`src/rtl/seven_seg_scan_driver_if.sv`:
```
// Bus bundle between the display driver and its client: captured value/strobe in,
// multiplexed segment/digit drive and busy flag out.
interface seven_seg_scan_driver_if;
  logic [7:0] value;
  logic       load;
  logic       dp_in;
  logic [6:0] seg_out;
  logic       dp_out;
  logic [2:0] digit_sel;
  logic       busy;

  modport master (
    output value, load, dp_in,
    input  seg_out, dp_out, digit_sel, busy
  );

  modport slave (
    input  value, load, dp_in,
    output seg_out, dp_out, digit_sel, busy
  );
endinterface

```
`src/rtl/seven_seg_scan_driver.sv`:
```
// Multiplexed 7-segment driver: two hex digits by default, or three decimal digits
// via a sequential double-dabble converter when SEG_DECIMAL_EN is defined.
module seven_seg_scan_driver #(
  parameter logic [23:0] REFRESH_DIV = 24'd10_000
) (
  input logic clk,
  input logic rst_n,
  seven_seg_scan_driver_if.slave bus
);

`ifdef SEG_DECIMAL_EN
  localparam logic [1:0] LAST_DIGIT = 2'd2;
`else
  localparam logic [1:0] LAST_DIGIT = 2'd1;
`endif

  function automatic logic [6:0] hex_to_seg(input logic [3:0] nib);
    case (nib)
      4'h0: hex_to_seg = 7'h3F;
      4'h1: hex_to_seg = 7'h06;
      4'h2: hex_to_seg = 7'h5B;
      4'h3: hex_to_seg = 7'h4F;
      4'h4: hex_to_seg = 7'h66;
      4'h5: hex_to_seg = 7'h6D;
      4'h6: hex_to_seg = 7'h7D;
      4'h7: hex_to_seg = 7'h07;
      4'h8: hex_to_seg = 7'h7F;
      4'h9: hex_to_seg = 7'h6F;
      4'hA: hex_to_seg = 7'h77;
      4'hB: hex_to_seg = 7'h7C;
      4'hC: hex_to_seg = 7'h39;
      4'hD: hex_to_seg = 7'h5E;
      4'hE: hex_to_seg = 7'h79;
      4'hF: hex_to_seg = 7'h71;
      default: hex_to_seg = 7'h00;
    endcase
  endfunction

  logic [23:0] presc_q, presc_d;
  logic [1:0]  idx_q, idx_d;
  logic [11:0] disp_q, disp_d;
  logic        dpl_q, dpl_d;
  logic [6:0]  seg_q, seg_d;
  logic        dp_q, dp_d;
  logic [2:0]  sel_q, sel_d;
  logic        tc_s;
  logic [3:0]  nib_s;
  logic        blank_s;

`ifdef SEG_DECIMAL_EN
  typedef enum logic {ST_IDLE, ST_CONV} state_t;

  // One add-3-then-shift step over three BCD nibbles.
  function automatic logic [11:0] bcd_step(input logic [11:0] bcd, input logic bit_in);
    logic [11:0] adj;
    adj = bcd;
    for (int i = 0; i < 3; i++) begin
      if (adj[i*4 +: 4] >= 4'd5) begin
        adj[i*4 +: 4] = adj[i*4 +: 4] + 4'd3;
      end else begin
        adj[i*4 +: 4] = adj[i*4 +: 4];
      end
    end
    bcd_step = {adj[10:0], bit_in};
  endfunction

  state_t      state_q, state_d;
  logic [7:0]  bin_q, bin_d;
  logic [11:0] bcd_q, bcd_d;
  logic [2:0]  cnt_q, cnt_d;
  logic        dpp_q, dpp_d;
  logic [11:0] step_s;

  assign step_s  = bcd_step(bcd_q, bin_q[7]);
  assign bus.busy = (state_q == ST_CONV);
`else
  assign bus.busy = 1'b0;
`endif

  assign tc_s = (presc_q == REFRESH_DIV - 24'd1);

  // Select the nibble and blanking state of the digit about to be shown.
  always_comb begin
    nib_s   = 4'h0;
    blank_s = 1'b0;
    case (idx_q)
      2'd0: begin nib_s = disp_q[3:0];  blank_s = 1'b0;                  end
      2'd1: begin nib_s = disp_q[7:4];  blank_s = (disp_q[11:4] == 8'h00); end
      2'd2: begin nib_s = disp_q[11:8]; blank_s = (disp_q[11:8] == 4'h0);  end
      default: begin nib_s = 4'h0; blank_s = 1'b1; end
    endcase
  end

  // Next-state logic for scan, display register and converter.
  always_comb begin
    presc_d = presc_q;
    idx_d   = idx_q;
    disp_d  = disp_q;
    dpl_d   = dpl_q;
    seg_d   = seg_q;
    dp_d    = dp_q;
    sel_d   = sel_q;
`ifdef SEG_DECIMAL_EN
    state_d = state_q;
    bin_d   = bin_q;
    bcd_d   = bcd_q;
    cnt_d   = cnt_q;
    dpp_d   = dpp_q;
`endif
    // Enable and segments change together on the terminal-count edge.
    if (tc_s) begin
      presc_d = 24'd0;
      sel_d   = 3'b001 << idx_q;
      seg_d   = blank_s ? 7'h00 : hex_to_seg(nib_s);
      dp_d    = (idx_q == 2'd0) && dpl_q;
      idx_d   = (idx_q == LAST_DIGIT) ? 2'd0 : idx_q + 2'd1;
    end else begin
      presc_d = presc_q + 24'd1;
    end
`ifdef SEG_DECIMAL_EN
    case (state_q)
      ST_IDLE: begin
        if (bus.load) begin
          state_d = ST_CONV;
          bin_d   = bus.value;
          bcd_d   = 12'h000;
          cnt_d   = 3'd0;
          dpp_d   = bus.dp_in;
        end else begin
          state_d = ST_IDLE;
        end
      end
      ST_CONV: begin
        bcd_d = step_s;
        bin_d = {bin_q[6:0], 1'b0};
        cnt_d = cnt_q + 3'd1;
        if (cnt_q == 3'd7) begin
          disp_d  = step_s;
          dpl_d   = dpp_q;
          state_d = ST_IDLE;
        end else begin
          state_d = ST_CONV;
        end
      end
      default: state_d = ST_IDLE;
    endcase
`else
    if (bus.load) begin
      disp_d = {4'h0, bus.value};
      dpl_d  = bus.dp_in;
    end else begin
      disp_d = disp_q;
    end
`endif
  end

  // State registers.
  always_ff @(posedge clk or negedge rst_n) begin
    if (!rst_n) begin
      presc_q <= 24'd0;
      idx_q   <= 2'd0;
      disp_q  <= 12'h000;
      dpl_q   <= 1'b0;
      seg_q   <= 7'h00;
      dp_q    <= 1'b0;
      sel_q   <= 3'b000;
`ifdef SEG_DECIMAL_EN
      state_q <= ST_IDLE;
      bin_q   <= 8'h00;
      bcd_q   <= 12'h000;
      cnt_q   <= 3'd0;
      dpp_q   <= 1'b0;
`endif
    end else begin
      presc_q <= presc_d;
      idx_q   <= idx_d;
      disp_q  <= disp_d;
      dpl_q   <= dpl_d;
      seg_q   <= seg_d;
      dp_q    <= dp_d;
      sel_q   <= sel_d;
`ifdef SEG_DECIMAL_EN
      state_q <= state_d;
      bin_q   <= bin_d;
      bcd_q   <= bcd_d;
      cnt_q   <= cnt_d;
      dpp_q   <= dpp_d;
`endif
    end
  end

  assign bus.seg_out   = seg_q;
  assign bus.dp_out    = dp_q;
  assign bus.digit_sel = sel_q;

endmodule

```
`src/flat_wrapper.sv`:
```
// flat-port wrapper written by rule: the top's interface ports become plain ports
module seven_seg_scan_driver_flat 
#(
  parameter logic [23:0] REFRESH_DIV = 24'd10_000
)
  (clk, rst_n, bus_value, bus_load, bus_dp_in, bus_seg_out, bus_dp_out, bus_digit_sel, bus_busy);
  seven_seg_scan_driver_if bus_i ();
  input logic clk;
  input logic rst_n;
  input wire logic [$bits(bus_i.value)-1:0] bus_value;
  input wire logic [$bits(bus_i.load)-1:0] bus_load;
  input wire logic [$bits(bus_i.dp_in)-1:0] bus_dp_in;
  output wire logic [$bits(bus_i.seg_out)-1:0] bus_seg_out;
  output wire logic [$bits(bus_i.dp_out)-1:0] bus_dp_out;
  output wire logic [$bits(bus_i.digit_sel)-1:0] bus_digit_sel;
  output wire logic [$bits(bus_i.busy)-1:0] bus_busy;
  assign bus_i.value = bus_value;
  assign bus_i.load = bus_load;
  assign bus_i.dp_in = bus_dp_in;
  assign bus_seg_out = bus_i.seg_out;
  assign bus_dp_out = bus_i.dp_out;
  assign bus_digit_sel = bus_i.digit_sel;
  assign bus_busy = bus_i.busy;
  seven_seg_scan_driver #(.REFRESH_DIV(REFRESH_DIV)) u_core (.clk(clk), .rst_n(rst_n), .bus(bus_i));
endmodule
```
`config.mk`:
```
export PLATFORM = sky130hd
export DESIGN_NAME = seven_seg_scan_driver_flat
export DESIGN_NICKNAME = d
export VERILOG_FILES = /design/src/rtl/seven_seg_scan_driver_if.sv /design/src/rtl/seven_seg_scan_driver.sv /design/src/flat_wrapper.sv
export SDC_FILE = /design/constraint.sdc
export NUM_CORES = 1
export LEC_CHECK = 0
export CAP_MARGIN = 20
export CELL_PAD_IN_SITES_DETAIL_PLACEMENT = 0
export CELL_PAD_IN_SITES_GLOBAL_PLACEMENT = 1
export CORE_UTILIZATION = 35
export CTS_CLUSTER_DIAMETER = 30
export CTS_CLUSTER_SIZE = 8
export DETAILED_ROUTE_END_ITERATION = 12
export DONT_BUFFER_PORTS = 1
export HOLD_SLACK_MARGIN = 0.12
export PLACE_DENSITY_LB_ADDON = 0.1
export SLEW_MARGIN = 20
export SYNTH_ARGS = -nofsm -noshare
export SYNTH_HDL_FRONTEND = slang
export SYNTH_SLANG_ARGS = --single-unit
```
`constraint.sdc`:
```
create_clock -name clk -period 2.4 [get_ports clk]
set_clock_uncertainty 0.1 [all_clocks]
set_input_delay 0.48 -clock clk [delete_from_list [all_inputs] [get_ports clk]]
set_output_delay 0.48 -clock clk [all_outputs]
set_load 0.02 [all_outputs]
```
==> results of run 1 <==
what timing repair did:
item,CTS,global route
setup endpoints to repair,0,0
endpoints found under the hold margin,45,0
resized for setup,0,0
setup buffers,0,0
hold buffers,2,0
flip-flops by register name, indices dropped and copies added, names as in the netlist:
| signal | flops |
|---|---|
| u_core.bus.dp_out | 1 |
| u_core.bus.digit_sel | 3 |
| u_core.bus.seg_out | 7 |
| u_core.disp_q | 8 |
| u_core.presc_q | 24 |
| u_core.idx_q | 1 |
| u_core.dpl_q | 1 |
layout by cell type (no fill, tap or decap), types with 4 or more instances in the layout:
cell | netlist | layout
a21oi_1 | 6 | 6
buf_4 | 2 | 9
clkbuf_8 | 0 | 6
dfrtp_1 | 45 | 45
ha_1 | 4 | 4
inv_1 | 7 | 7
mux2_2 | 11 | 11
nand2_1 | 10 | 10
nand3_1 | 9 | 9
nand4_1 | 10 | 10
nor2_1 | 12 | 12
nor3_1 | 9 | 9
nor4_1 | 6 | 6
o21ai_0 | 19 | 19
o31ai_1 | 4 | 4
xnor2_1 | 13 | 13
xor2_1 | 9 | 9
power by group through the flow:
stage	logic (W)	clock network [W]	registers [W]
5_1_grt	0.000141	0.000529	0.000787
3_3_place_gp	0.000104	0	0.000799
2_1_floorplan	0.0000848	0	0.000796
3_5_place_dp	0.000105	0	0.000800
6_report	0.000127	0.000489	0.000784
4_1_cts	0.000128	0.000502	0.000784
area by class of cell:
class | instances | area (sq um)
Fill cell | 625 | 3840
Sequential cell | 45 | 1130
Multi-Input combinational cell | 160 | 1100
Timing Repair Buffer | 11 | 105
Tap cell | 77 | 96.3
Clock buffer | 6 | 82.6
Inverter | 7 | 26.3
Clock inverter | 1 | 7.51
layer usage:
layer	up-vias	share of wire	GRT usage
met1	852	0.47	0.207
met3	9	0.023	0.0318
met5	-	0	0
met4	0	0.017	0.0586
li1	823	-	-
met2	26	0.49	0.269
metrics by stage:
stage | util | hold slack, ps | cell area, sq um
2_1_floorplan | - | 84.4 | 2320
3_3_place_gp | 0.379 | 85.8 | 2420
3_5_place_dp | 0.379 | 85.6 | 2420
4_1_cts | 0.399 | 177 | 2540
5_1_grt | 0.399 | 196 | 2540
6_report | 0.399 | 180 | 2540
path summary, 6_finish.rpt:
| path | cells past startpoint | to | slack (ps) |
|---|---|---|---|
| max | 7 | u_core.bus.seg_out[3]$_DFFE_PN0N_ | 260 |
| min | 1 | u_core.dpl_q$_DFFE_PN0P_ | 180 |
| max reg2reg | 7 | u_core.bus.seg_out[3]$_DFFE_PN0N_ | 260 |
| min reg2reg | 1 | u_core.presc_q[23]$_DFF_PN0_ | 380 |
| max in group asynchronous | 2 | u_core.bus.digit_sel[1]$_DFFE_PN0N_ | 1400 |
| min in group asynchronous | 2 | u_core.presc_q[12]$_DFF_PN0_ | 570 |
worst max-delay path, stage by stage, from the launching register on:
cell	delay (ps)
dfrtp_1	390
mux2_2	390
nand2_1	140
inv_1	80
ha_1	290
or3_1	380
a21boi_0	160
o41ai_1	80
kinds of logic after synthesis:
kind of cell,count (synthesis)
other,1
flip-flops,45
XOR/XNOR,22
AND/OR/NAND/NOR,77
AO/OA/AOI/OAI,42
adder cells (fa/ha/maj),4
buffers and inverters,20
multiplexers,14
==> metrics.yaml, run 1 <==
global_routing:
  grt_pass1_wl_um: 8830
  grt_overflow_total: 0
  grt_max_degree: 46
  grt.total_usage: 0.161
  grt_pass1_vias: 1723
  antenna_found_initial: 0
sta:
  drv_slew: 0
  period_needed_ps: 2140
  worst_slack_ps: 264
  final_hold_viol_count: 0
  fin_setup_tns_ps: 0
  tightest_slew_ps: 498
  min_period_over_period: 0.890
  relSlewSlack: 0.663
  fmax_mhz: 468
  rsz0062_at_grt: "false"
  setup_viol_count_final: 0
synth:
  synth_async_sr_flop_share: 1.00
  avgSynthCellArea_sq_um: 10.3
  synth.top_cells.by_count: "dfrtp_1, o21ai_0, xnor2_1"
  yosys_warnings: 0
  ys_top_cells_by_area: "dfrtp_1, mux2_2, xnor2_1"
  synth_edf_count: 0
  synth_area_sq_um: 2320
  synth_xor_xnor_area_share: 0.0830
  yosys.area_share.simple: 0.188
  synth.area.mux_share: 0.0663
  synthAdderAreaFrac: 0.0216
  synth.most_common_cell: "dfrtp_1"
  synth_ff_type: "dfrtp_1"
  netlist_instances: 225
  synth-compound-area-share: 0.114
  synth_top_area_share: 0.485
  ys_types: 46
  yosysSeqAreaShare: 0.485
  synth-seq-cells: 45
  synthesis.nets: 241
  yosysTopAreaCell: "dfrtp_1"
  synth_top_family_by_area: "simple AND/OR/NAND/NOR gates"
routing:
  vias: 1710
  viasPerCell: 5.57
  drc_errors: 0
  first_pass_iters: 4
  antenna_left: 0
  avgRoutedWirePerCell_um: 17.2
  drt-total-wl_um: 5280
  drtIter0Drc: 89
floorplan:
  row_count: 29
  die_h_um: 83.4
  ios: 24
  die_w_um: 83.4
  core-area_sq_um: 6390
  start_util: 0.363
  fp.dieArea_sq_um: 6960
pwr:
  fin_total_pwr_w: 0.00140
  switching_share: 0.248
  p_int_w: 0.00105
  p_per_area_nw_per_um2: 550
  combPwrFrac: 0.091
  clkPwrFrac: 0.349
  vdd_ir_drop_max_v: 0.000281
  p_seq_frac: 0.560
  p_switching_w: 0.000348
  leakage_nw: 1.06
critical_path:
  arrival_ps: 2210
  startpoint: "u_core.idx_q[0]$_DFFE_PN0N_"
  crit_required_ps: 2480
  critPathLaunchType: "flip-flop"
  critPathKind: "flip-flop to flip-flop"
  critPathMaxFanout: 5
  worstReg2RegStart: "u_core.idx_q[0]$_DFFE_PN0N_"
  setup.worst_path.end_class: "flip-flop"
placement:
  dp.cells: 298
  portBuffers: 0
  dp_hpwl_um: 3780
  pre_cts_ws_ps: 263
  gp_congestion: 0.899
hold_path:
  min-delay-start: "bus_load"
  hp-class: "primary input to flip-flop"
run_status:
  status: "complete, no violations"
final_layout:
  area_delta_synth_final_pct: 9.65
  final-instance-count-excl-fill: 307
  antenna_cells: 0
  drive_gt1_frac: 0.157
  nets: 246
clock_network:
  cts_buffer_depth: 2
  cts_root_buf: "clkbuf_8"
  cts_htree_levels: 2
  clk_latency_ps: 300
  numCtsBuffers: 5
  cts_tree: "built"
  cts.sinks: 45
  clk_pin_slew_worst_paths_ps: 80
run:
  maxCapViolCount: 0
Power figures use the tool's default switching activity.
==> run 2, diff against run 1 <==
--- a/config.mk
+++ b/config.mk
@@ -8,6 +8,7 @@
 export CAP_MARGIN = 20
 export CELL_PAD_IN_SITES_DETAIL_PLACEMENT = 0
 export CELL_PAD_IN_SITES_GLOBAL_PLACEMENT = 1
+export CORE_ASPECT_RATIO = 1.5
 export CORE_UTILIZATION = 35
 export CTS_CLUSTER_DIAMETER = 30
 export CTS_CLUSTER_SIZE = 8
==> metrics.yaml, run 2 (same netlist as run 1, synthesis figures left out) <==
pwr:
  p_per_area_nw_per_um2: 577  # +4.9%
  p_switching_w: 0.000344  # -1.1%
  vdd_ir_drop_max_v: 0.000241  # -14%
  combPwrFrac: 0.087  # -0.004
  clkPwrFrac: 0.381  # +0.032
  fin_total_pwr_w: 0.00147  # +5.1%
  p_seq_frac: 0.532  # -0.028
  switching_share: 0.234  # -0.0147
  leakage_nw: 1.07  # +0.62%
  p_int_w: 0.00113  # +7.1%
global_routing:
  grt_pass1_wl_um: 8620  # -2.4%
  grt_pass1_vias: 1745  # +1.3%
  grt.total_usage: 0.169  # +0.00814
  antenna_found_initial: 0  # unchanged
  grt_overflow_total: 0  # unchanged
  grt_max_degree: 46  # unchanged
floorplan:
  ios: 24  # unchanged
  die_h_um: 102  # +22%
  row_count: 36  # +24%
  start_util: 0.360  # -0.00311
  fp.dieArea_sq_um: 6970  # about the same
  core-area_sq_um: 6440  # +0.86%
  die_w_um: 68.5  # -18%
sta:
  final_hold_viol_count: 0  # unchanged
  period_needed_ps: 2130  # -5.51 ps
  drv_slew: 0  # unchanged
  min_period_over_period: 0.888  # -0.00230
  fin_setup_tns_ps: 0  # unchanged
  setup_viol_count_final: 0  # unchanged
  rsz0062_at_grt: "false"
  tightest_slew_ps: 501  # +3.09 ps
  relSlewSlack: 0.661  # -0.00209
  worst_slack_ps: 270  # +5.51 ps
  fmax_mhz: 469  # +0.26%
final_layout:
  drive_gt1_frac: 0.153  # -0.00368
  layout_commonest_cell: "dfrtp_1"
  final_cell_mix: "dfrtp_1, o21ai_0, xnor2_1, nor2_1, mux2_2"
  final_area_sq_um: 2550  # +0.20%
  top_register: "u_core.presc_q"
  largest_reg_flops: 24  # unchanged
  area_delta_synth_final_pct: 9.87
  antenna_cells: 0  # unchanged
  nets: 245  # -0.41%
  final-instance-count-excl-fill: 305  # -0.65%
routing:
  wl_met1_um: 2010  # -19%
  drt-total-wl_um: 5370  # +1.8%
  vias: 1718  # +0.47%
  avgRoutedWirePerCell_um: 17.6  # +2.5%
  route.met2.wl_um: 3070  # +19%
  top_layer: "met4"
  first_pass_iters: 4  # unchanged
  dr_wl_met3_um: 159  # +28%
  drtIter0Drc: 70  # -21%
  antenna_left: 0  # unchanged
  drc_errors: 0  # unchanged
  viasPerCell: 5.63  # +1.1%
clock_network:
  cts_buffer_depth: 2  # unchanged
  numCtsBuffers: 5  # unchanged
  clk_pin_slew_worst_paths_ps: 80  # about the same
  cts_tree: "built"
  cts_root_buf: "clkbuf_8"
  cts_htree_levels: 2  # unchanged
  clk_latency_ps: 300  # about the same
  ctsHoldBuffers: 2  # unchanged
  cts_resized: 0  # unchanged
  cts_setup_buffers: 0  # unchanged
  cts.sinks: 45  # unchanged
critical_path:
  arrival_ps: 2190  # -20 ps
  critPathLaunchType: "flip-flop"
  worstReg2RegStart: "u_core.idx_q[0]$_DFFE_PN0N_"
  setup.worst_path.end_class: "flip-flop"
  critPathMaxFanout: 5  # unchanged
  crit_required_ps: 2460  # -20 ps
  critPathKind: "flip-flop to flip-flop"
  startpoint: "u_core.idx_q[0]$_DFFE_PN0N_"
placement:
  pre_cts_ws_ps: 275  # +12.6 ps
  dp.cells: 296  # -0.67%
  gp_congestion: 0.877  # -2.4%
  portBuffers: 0  # unchanged
  postPlaceCellArea_sq_um: 2410  # -0.36%
  dp_hpwl_um: 4020  # +6.3%
hold_path:
  hp-class: "primary input to flip-flop"
  min-delay-start: "bus_load"
run_status:
  status: "complete, no violations"
run:
  maxCapViolCount: 0  # unchanged
## run 2: cell count changes in the layout (fill, tap and decap cells not counted)
cell | before | now
buf_4 | 9 | 8
bufinv_16 | 0 | 1
clkbuf_8 | 6 | 5
clkinv_2 | 0 | 1
clkinvlp_4 | 1 | 0
## run 2: path summary, 6_finish.rpt
check,endpoint,slack (ps),cells after the start
min in group asynchronous,u_core.presc_q[6]$_DFF_PN0_,580,2
max in group asynchronous,u_core.bus.seg_out[2]$_DFFE_PN0N_,1380,2
hold reg to reg,u_core.presc_q[23]$_DFF_PN0_,380,1
hold / removal,u_core.dpl_q$_DFFE_PN0P_,180,1
setup reg to reg,u_core.bus.seg_out[3]$_DFFE_PN0N_,270,7
setup / recovery,u_core.bus.seg_out[3]$_DFFE_PN0N_,270,7
## run 2: per-stage QoR
stage / utilization / hold slack (ps)
5_1_grt: 0.396 / 184
2_1_floorplan: - / 84.4
4_1_cts: 0.396 / 164
3_5_place_dp: 0.374 / 86.3
6_report: 0.396 / 178
3_3_place_gp: 0.374 / 86.1
## run 2: power by group through the flow
stage,Clock (W),Combinational [W],Sequential [W]
CTS,0.000579,0.000128,0.000784
global route,0.000604,0.000142,0.000786
detailed placement,0,0.000105,0.000800
finish,0.000560,0.000128,0.000783
global placement,0,0.000105,0.000799
floorplan,0,0.0000848,0.000796
## run 2: cell type report
class | instances | area [sq um]
Tap cell | 76 | 95.1
Fill cell | 659 | 3890
Clock inverter | 2 | 35.0
Multi-Input combinational cell | 160 | 1100
Inverter | 7 | 26.3
Clock buffer | 5 | 68.8
Timing Repair Buffer | 10 | 97.6
Sequential cell | 45 | 1130
## run 2: worst max-delay path, cell delays in order (launching register included)
cell and delay, ps:
dfrtp_1 390, mux2_2 390, nand2_1 140, inv_1 80
ha_1 290, or3_1 360, a21boi_0 160, o41ai_1 80
## run 2: per-layer routing
layer | vias to the layer above | GRT usage
met5 | - | 0
met4 | 0 | 0.0753
met3 | 11 | 0.0349
met2 | 30 | 0.314
met1 | 854 | 0.174
li1 | 823 | -
==> run 3, diff against run 2 <==
--- a/config.mk
+++ b/config.mk
@@ -5,6 +5,7 @@
 export SDC_FILE = /design/constraint.sdc
 export NUM_CORES = 1
 export LEC_CHECK = 0
+export ABC_AREA = 1
 export CAP_MARGIN = 20
 export CELL_PAD_IN_SITES_DETAIL_PLACEMENT = 0
 export CELL_PAD_IN_SITES_GLOBAL_PLACEMENT = 1
==> metrics.yaml, run 3 <==
routing:
  drc_errors: 0  # unchanged
  viasPerCell: 4.65  # -17%
  first_pass_iters: 5  # +1
  antenna_left: 0  # unchanged
  drt-total-wl_um: 6190  # +15%
  avgRoutedWirePerCell_um: 14.0  # -21%
  drtIter0Drc: 67  # -4.3%
  vias: 2054  # +20%
floorplan:
  ios: 24  # unchanged
  fp.dieArea_sq_um: 8020  # +15%
  row_count: 38  # +5.6%
  die_h_um: 109  # +7.3%
  die_w_um: 73.5  # +7.2%
  core-area_sq_um: 7320  # +14%
  start_util: 0.366  # +0.00569
critical_path:
  critPathMaxFanout: 7  # +2
  path_cells: "inv_2, nand3_1, nand2_1, ha_1, a21oi_1, nand2_1, nand3_1, nand2_1"
  slowest_stage: "dfrtp_1"
  r2r_slack_ps: 630  # +360 ps
  worst_r2r_path_depth: 8  # +1
  critPathLaunchType: "flip-flop"
  r2r-end: "u_core.bus.seg_out[3]$_DFFE_PN0N_"
  crit_required_ps: 2510  # +50 ps
  crit_top_cell: "nand2_1"
  critPathKind: "flip-flop to flip-flop"
  worstReg2RegStart: "u_core.bus.digit_sel[2]$_DFFE_PN0N_"
  arrival_ps: 1880  # -310 ps
  slowest_delay_ps: 550  # +160 ps
  setup.worst_path.end_class: "flip-flop"
final_layout:
  antenna_cells: 0  # unchanged
  largest_reg_flops: 24  # unchanged
  top_register: "u_core.presc_q"
  nets: 357  # +46%
  layout_commonest_cell: "nand2_1"
  drive_gt1_frac: 0.167  # +0.0138
  area_delta_synth_final_pct: 8.59
  final_area_sq_um: 2910  # +14%
  fin_util: 0.397  # +0.00159
  final_cell_mix: "nand2_1, dfrtp_1, inv_1, nand3_1, nor2_1"
clock_network:
  clk_pin_slew_worst_paths_ps: 90  # about the same
  cts_tree: "built"
  cts_root_buf: "clkbuf_8"
  clk_latency_ps: 310  # about the same
  cts_buffer_depth: 2  # unchanged
  cts_resized: 0  # unchanged
  cts.sinks: 45  # unchanged
  cts_htree_levels: 2  # unchanged
  cts_setup_buffers: 0  # unchanged
  numCtsBuffers: 5  # unchanged
sta:
  drv_slew: 0  # unchanged
  final_hold_viol_count: 0  # unchanged
  fin_setup_tns_ps: 0  # unchanged
  rsz0062_at_grt: "false"
  worst_slack_ps: 632  # +362 ps
  min_period_over_period: 0.737  # -0.151
  period_needed_ps: 1770  # -362 ps
  fmax_mhz: 566  # +20%
  setup_viol_count_final: 0  # unchanged
hold_path:
  hold_path_depth: 1  # unchanged
  hp-class: "primary input to flip-flop"
  min-delay-start: "bus_load"
  min_to: "u_core.disp_q[4]$_DFFE_PN0P_"
pwr:
  vdd_ir_drop_max_v: 0.000339  # +41%
  p_per_area_nw_per_um2: 524  # -9.2%
  fin_total_pwr_w: 0.00153  # +3.7%
  leakage_nw: 1.42  # +33%
synth:
  synth_xor_xnor_area_share: 0.0425  # -0.0405
  yosys.area_share.simple: 0.381  # +0.193
  ys_types: 30  # -35%
  synth-seq-cells: 45  # unchanged
  synth.area.mux_share: 0.0252  # -0.0411
  synth_ff_type: "dfrtp_1"
  yosysTopAreaCell: "dfrtp_1"
  synth_async_sr_flop_share: 1.00  # unchanged
  synth_top_area_share: 0.420  # -0.0650
  yosys_warnings: 0  # unchanged
  synth_area_sq_um: 2680  # +15%
  synth_top_family_by_area: "simple AND/OR/NAND/NOR gates"
  synth-compound-area-share: 0.0294  # -0.0843
  synth.top_cells.by_count: "nand2_1, dfrtp_1, inv_1"
  synthAdderAreaFrac: 0.0187  # -0.00289
  ys_top_cells_by_area: "dfrtp_1, nand2_1, nand3_1"
  synthesis.nets: 354  # +47%
  yosysSeqAreaShare: 0.420  # -0.0650
  netlist_instances: 338  # +50%
  synth_edf_count: 0  # unchanged
  synth.most_common_cell: "nand2_1"
  avgSynthCellArea_sq_um: 7.93  # -23%
global_routing:
  grt_max_degree: 46  # unchanged
  grt_pass1_vias: 2165  # +24%
  antenna_found_initial: 0  # unchanged
  grt.total_usage: 0.175  # +0.00618
  grt_pass1_wl_um: 10400  # +21%
  grt_overflow_total: 0  # unchanged
placement:
  dp_hpwl_um: 4610  # +15%
  postPlaceCellArea_sq_um: 2750  # +14%
  gp_congestion: 0.835  # -4.8%
  pre_cts_ws_ps: 610  # +335 ps
  portBuffers: 0  # unchanged
run_status:
  status: "complete, no violations"
run:
  maxCapViolCount: 0  # unchanged
## run 3: where the power goes
| part | internal (W) | switching [W] |
|---|---|---|
| Sequential | 0.000772 | 0.0000123 |
| Clock | 0.000339 | 0.000280 |
| Combinational | 0.0000431 | 0.0000791 |
| Total | 0.00115 | 0.000371 |
## run 3: area by class of cell
type                            instances  area, sq um
Timing Repair Buffer                    2         37.5
Clock inverter                          2         37.5
Fill cell                             840         4410
Sequential cell                        45         1130
Multi-Input combinational cell        243         1340
Clock buffer                            6         82.6
Inverter                               44          165
Tap cell                              100          125
## run 3: timing repair
| item | 4_1_cts | 5_1_grt |
|---|---|---|
| endpoints found under the hold margin | 45 | 0 |
| setup endpoints to repair | 0 | 0 |
| hold buffers | 2 | 0 |
## run 3: worst max-delay path, delay by kind of cell, from the launching register on
kind / cells / cell delay (ps)
and+or+nand+nor: 5 / 410
adders and majority gates: 1 / 330
AOI/OAI and AO/OA: 1 / 140
DFF: 1 / 550
buffers and inverters: 1 / 140
## run 3: worst max-delay path by stage
| stage | start | endpoint | slack [ps] | cells past startpoint |
|---|---|---|---|---|
| floorplan | u_core.idx_q[0]$_DFFE_PN0N_ | u_core.bus.seg_out[3]$_DFFE_PN0N_ | 840 | 9 |
| global placement | u_core.bus.digit_sel[2]$_DFFE_PN0N_ | u_core.bus.seg_out[3]$_DFFE_PN0N_ | 650 | 8 |
| detailed placement | u_core.bus.digit_sel[2]$_DFFE_PN0N_ | u_core.bus.seg_out[3]$_DFFE_PN0N_ | 610 | 8 |
| CTS | u_core.bus.digit_sel[2]$_DFFE_PN0N_ | u_core.bus.seg_out[3]$_DFFE_PN0N_ | 620 | 8 |
| global route | u_core.bus.digit_sel[2]$_DFFE_PN0N_ | u_core.bus.seg_out[3]$_DFFE_PN0N_ | 450 | 8 |
| finish | u_core.bus.digit_sel[2]$_DFFE_PN0N_ | u_core.bus.seg_out[3]$_DFFE_PN0N_ | 630 | 8 |
## run 3: kinds of logic after synthesis
logic type,after synthesis
buffers and inverters,50
other,1
xor gates and xnor gates,13
and+or+nand+nor,206
DFF,45
muxes,6
AOI/OAI and AO/OA,13
adders and majority gates,4
## run 3: layer usage
metal / vias up / global-route usage / wire, um
met5: - / 0 / 0
met4: 0 / 0.0907 / 203
met3: 13 / 0.0287 / 121
met2: 27 / 0.332 / 3370
met1: 947 / 0.179 / 2490
li1: 1067 / - / -
## run 3: metrics by stage
step / std cells / hold slack (ps)
4_1_cts: 442 / 153
2_1_floorplan: 338 / 84.4
3_3_place_gp: 432 / 85.5
3_5_place_dp: 432 / 85.9
6_report: 442 / 169
5_1_grt: 442 / 164
